`src/rtl/ddram_wr_responder.sv`:
```
// Gathers 16-bit toggle-handshake writes into one 64-bit DDRAM qword and writes
// it out when the qword is full, when a different qword is addressed, or on flush.
module ddram_wr_responder #(
  parameter logic [6:0] BASE = 7'h18
) (
  input  logic        clk_sys,
  input  logic        reset,
  input  logic [24:0] wraddr,
  input  logic [15:0] din,
  input  logic        we_req,
  output logic        we_ack,
  input  logic        flush,
  output logic        idle,
  input  logic        DDRAM_BUSY,
  output logic [28:0] DDRAM_ADDR,
  output logic [63:0] DDRAM_DIN,
  output logic [7:0]  DDRAM_BE,
  output logic        DDRAM_WE,
  output logic [7:0]  DDRAM_BURSTCNT,
  output logic        DDRAM_RD,
  output logic        state_dbg
);

  // Handshakes: a request is pending while we_req != we_ack and is retired by
  // toggling we_ack; a DDRAM write completes on a clk_sys edge with
  // DDRAM_WE=1 and DDRAM_BUSY=0, with ADDR/DIN/BE held constant until then.
  typedef enum logic {S_IDLE = 1'b0, S_WRITE = 1'b1} state_t;

  state_t      state;
  logic [21:0] qaddr;
  logic [63:0] data;
  logic [7:0]  be;
  logic        flush_pend;
  logic        flush_wr;

  logic        pending;
  logic        valid;
  logic        same_q;
  logic        flush_now;
  logic [1:0]  lane;
  logic [21:0] wq;
  logic [7:0]  be_abs;
  logic [63:0] data_abs;
  logic        unused_bit0;

  assign pending     = (we_req != we_ack);
  assign valid       = |be;
  assign wq          = wraddr[24:3];
  assign lane        = wraddr[2:1];
  assign same_q      = (qaddr == wq);
  assign flush_now   = flush | flush_pend;
  assign unused_bit0 = wraddr[0];

  // Absorbing into an empty buffer starts from zero so unwritten lanes read 0.
  always_comb begin
    be_abs   = valid ? be : 8'h00;
    data_abs = valid ? data : 64'h0;
    be_abs[{lane, 1'b0} +: 2]    = 2'b11;
    data_abs[{lane, 4'b0} +: 16] = din;
  end

  always_ff @(posedge clk_sys) begin
    if (reset) begin
      state      <= S_IDLE;
      DDRAM_WE   <= 1'b0;
      be         <= 8'h00;
      data       <= 64'h0;
      qaddr      <= 22'h0;
      flush_pend <= 1'b0;
      flush_wr   <= 1'b0;
      we_ack     <= we_req;
    end else begin
      case (state)
        S_IDLE: begin
          if (be == 8'hFF || (pending && valid && !same_q)) begin
            state      <= S_WRITE;
            DDRAM_WE   <= 1'b1;
            flush_wr   <= flush_now;
            flush_pend <= flush_now;
          end else if (pending) begin
            be         <= be_abs;
            data       <= data_abs;
            qaddr      <= wq;
            we_ack     <= ~we_ack;
            flush_pend <= flush_now;
          end else if (flush_now && valid) begin
            state      <= S_WRITE;
            DDRAM_WE   <= 1'b1;
            flush_wr   <= 1'b1;
            flush_pend <= 1'b1;
          end else begin
            flush_pend <= 1'b0;
          end
        end
        S_WRITE: begin
          if (!DDRAM_BUSY) begin
            state      <= S_IDLE;
            DDRAM_WE   <= 1'b0;
            be         <= 8'h00;
            flush_pend <= flush | (flush_pend & ~flush_wr);
          end else begin
            flush_pend <= flush_pend | flush;
          end
        end
        default: begin
          state    <= S_IDLE;
          DDRAM_WE <= 1'b0;
        end
      endcase
    end
  end

  assign DDRAM_ADDR     = {BASE, qaddr};
  assign DDRAM_DIN      = data;
  assign DDRAM_BE       = be;
  assign DDRAM_BURSTCNT = 8'd1;
  assign DDRAM_RD       = 1'b0;
  assign state_dbg      = (state == S_WRITE);
  assign idle           = !pending && !valid && (state == S_IDLE) && !flush_pend;

endmodule

```
`config.mk`:
```
export PLATFORM = sky130hd
export DESIGN_NAME = ddram_wr_responder
export DESIGN_NICKNAME = d
export VERILOG_FILES = /design/src/rtl/ddram_wr_responder.sv
export SDC_FILE = /design/constraint.sdc
export NUM_CORES = 1
export LEC_CHECK = 0
export BUFFER_PORTS_ARGS = -buffer_cell sky130_fd_sc_hd__buf_2
export CORE_MARGIN = 2
export CORE_UTILIZATION = 25
export DETAILED_ROUTE_END_ITERATION = 10
export GPL_ROUTABILITY_DRIVEN = 0
export GPL_TIMING_DRIVEN = 0
export SLEW_MARGIN = 10
export SYNTH_ARGS = -nofsm -noshare
export SYNTH_HDL_FRONTEND = slang
export SYNTH_SLANG_ARGS = --single-unit
```
`constraint.sdc`:
```
create_clock -name clk_sys -period 2.13 [get_ports clk_sys]
set_input_delay 0.213 -clock clk_sys [delete_from_list [all_inputs] [get_ports clk_sys]]
set_output_delay 0.213 -clock clk_sys [all_outputs]
set_load 0.05 [all_outputs]
```
==> impl_metrics.env <==
export IMPL_status="completed"
export IMPL_wl_per_cell_microns=15.69
export IMPL_synth_common_cells="dfxtp_1 (94), nand2b_1 (50), nand3_1 (49), o2bb2ai_1 (47), mux2i_1 (23)"
export IMPL_p_sw_share_pct=42.95
export IMPL_clock_fmax_mhz=475.7
export IMPL_area_growth_syn_to_layout_pct=38.28
export IMPL_powerDensity_nw_per_um2=1110
export IMPL_syn_area_sq_um=4340
export IMPL_tns_ns=0
export IMPL_dominantRegCellSynth="dfxtp_1"
export IMPL_wl_microns=13100
export IMPL_cts_tree="built"
export IMPL_path_clk_slew_ns=0.07
export IMPL_hp_class="in2reg"
export IMPL_fin_skew_ns=0.009608
export IMPL_cp_max_fo=6
export IMPL_grt_pass1_wl_microns=19740
export IMPL_ios=160
export IMPL_drv_slew=0
export IMPL_combPwrFrac_pct=40.9
export IMPL_dp_hpwl_microns=10130
export IMPL_clock_latency_ns=0.35
export IMPL_row_count=48
export IMPL_numCtsBuffers=9
export IMPL_yosys_top_cells_area="dfxtp_1 (43%), o2bb2ai_1 (9.5%), nand2b_1 (7.2%)"
export IMPL_viasPerCell=4.523
export IMPL_synthCells=430
export IMPL_clock_path_buffers=2
export IMPL_final_hold_violation_count=0
export IMPL_ant_nets=0
export IMPL_clkPwrFrac_pct=25.8
export IMPL_dieArea_sq_um=18430
export IMPL_arrival_ns=2.34
export IMPL_die_y_microns=135.8
export IMPL_die_w_microns=135.8
export IMPL_worstSetupPathType="reg2reg"
export IMPL_rsz0062_at_grt="true"
export IMPL_grt_usage_pct=13.89
export IMPL_drive_gt1_share_pct=41.48
export IMPL_synth_distinct_cells=47
export IMPL_finalSetupViolCount=0
export IMPL_synth_top_area_share_pct=43.36
export IMPL_power_leakage_uw=0.002643
export IMPL_fillers=1791
export IMPL_slew_headroom_pct=66.11
export IMPL_irDropWorstVdd_mv=0.3289
export IMPL_cts_sinks=95
export IMPL_grt_pass1_vias=3518
export IMPL_clockRootBuffer="clkbuf_16"
export IMPL_p_int_uw=3799
export IMPL_path_delay_family="compound AO/OA/AOI/OAI gates"
export IMPL_antenna_found_initial=0
export IMPL_hold_ws_ns=0.1296
export IMPL_path_buf_inv=1
export IMPL_yosysTopAreaCell="dfxtp_1"
export IMPL_num_vias=3777
export IMPL_min_period_ns=2.102
export IMPL_fin_crit_sh_pct=98.69
export IMPL_holdBufCountCts=0
export IMPL_drc_errors=0
export IMPL_drt_first_pass_iters=4
export IMPL_grt_max_degree=19
export IMPL_core_sq_um=17120
export IMPL_synth_seq_cells=95
export IMPL_pwr_share_seq_pct=33.3
export IMPL_post_place_ws_ns=-0.6918
export IMPL_crit_slowest_cell="o41a_4"
export IMPL_nets=655
export IMPL_crit_chain="xor2_2 -> nor4_4 -> nand4_4 -> o41a_4 -> buf_4 -> a22o_1"
export IMPL_yosysWarnings=0
export IMPL_drv_cap=0
export IMPL_h_tree_depth=3
export IMPL_cp_end_kind="flip-flop"
export IMPL_initial_core_util_pct=25.36
export IMPL_synth_most_common_cell="dfxtp_1"
export IMPL_port_buffers=141
export IMPL_avgSynthCellArea_sq_um=10.09
export IMPL_setup_slack_ns=0.02787
export IMPL_num_antenna_cells=0
export IMPL_reg2reg_slack_ns=0.03
export IMPL_synth_edff_count=1
export IMPL_synth_async_reset_ratio_pct=0
export IMPL_critPathLaunchType="flip-flop"
export IMPL_crit_path_max_incr_delay_ns=0.53
export IMPL_tightestPinTransition_ns=0.5062
export IMPL_crit_required_ns=2.36
export IMPL_drtIter0Drc=147
export IMPL_power_switching_uw=2860
export IMPL_grt_overflow_total=0
export IMPL_yosysSeqAreaShare_pct=44.05
[tightest hold or removal path, delay by kind of cell]
| kind | cells | cell delay, ns |
|---|---|---|
| buf+inv | 1 | 0.11 |
| simple gates | 1 | 0.06 |
| mux | 1 | 0.06 |
[cells by family after synthesis]
logic type | synth area share (%)
other cells | 0.1730
mux | 5.304
xor+xnor | 4.641
fa+ha+maj | 1.153
compound gates | 17.44
flops | 44.05
simple gates | 20.29
buf+inv | 6.947
[flip-flops by register name, indices dropped and copies added, names as in the netlist]
name / cells
DDRAM_DIN: 64
qaddr: 22
DDRAM_BE: 4
DDRAM_WE: 1
flush_pend: 1
flush_wr: 1
state_dbg: 1
we_ack: 1
[per-layer routing]
metal | up-vias | wire [microns] | global-route usage [%]
met5 | - | 0 | 0
met4 | 0 | 335 | 5.845
met3 | 19 | 499 | 2.507
met2 | 107 | 6108 | 21.60
met1 | 1784 | 6155 | 18.88
li1 | 1867 | - | -
[final cells by class]
cell class | instances | area, sq um | area share, %
inverters | 6 | 22.52 | 0.3752
repair buffers | 151 | 810.8 | 13.51
flip-flops and latches | 95 | 1946 | 32.42
well taps | 225 | 281.5 | 4.690
plain buffers | 49 | 306.5 | 5.107
clock inverters | 7 | 88.84 | 1.480
clock buffers | 9 | 225.2 | 3.752
multi-input cells | 293 | 2321 | 38.67
[power by group through the flow]
stage	Sequential [uW]	Clock (uW)	Combinational [uW]
final	2220	1720	2720
after global routing	2250	1820	2900
after CTS	2190	1740	2590
after detailed placement	2220	0	2530
after global placement	2220	0	2530
after floorplan	2840	0	1290
[cells in the final DEF (no fill, tap or decap), types with 2 or more instances in the layout]
master     count
nor2_1         6
nand3b_1       4
nand2_1        5
buf_6          2
xor2_2         3
buf_2        145
xor2_1        17
inv_8          3
o2bb2ai_1     47
clkbuf_16     10
nor3_1         2
buf_4         29
clkbuf_2       7
conb_1        16
clkbuf_1      13
inv_1          6
a21oi_1        2
ha_1           4
a21o_1         2
dfxtp_1       73
nand2b_1      50
dfxtp_4        3
xor2_4         2
dfxtp_2       18
mux2i_1       23
a22o_1        16
o2111ai_1      2
nand3_1       49
nor4_4         6
and4_2         2
o21ai_0        7
clkinv_4       2
[per-stage QoR]
stage	power (uW)	instance area [sq um]	util, %	cells
6_report	6659	6002	35.07	835
4_1_cts	6511	5784	33.79	828
5_1_grt	6969	6002	35.07	835
3_3_place_gp	4748	5430	31.73	810
2_1_floorplan	4125	4443	-	444
3_5_place_dp	4755	5430	31.73	810
[final timing paths]
check | startpoint | to | depth (start not counted)
setup / recovery | qaddr[10] | DDRAM_DIN[5] | 6
hold / removal | wraddr[3] | qaddr[0] | 3
setup reg to reg | qaddr[10] | DDRAM_DIN[5] | 6
hold reg to reg | flush_wr | flush_wr | 2
[what timing repair did]
| item | CTS | global route |
|---|---|---|
| setup endpoints to repair | 67 | 66 |
| gates resized for setup | 9 | 37 |
| gates cloned | 0 | 1 |
| pin swaps | 4 | 14 |
| setup buffers | 3 | 6 |
(Power assumes the default switching activity.)
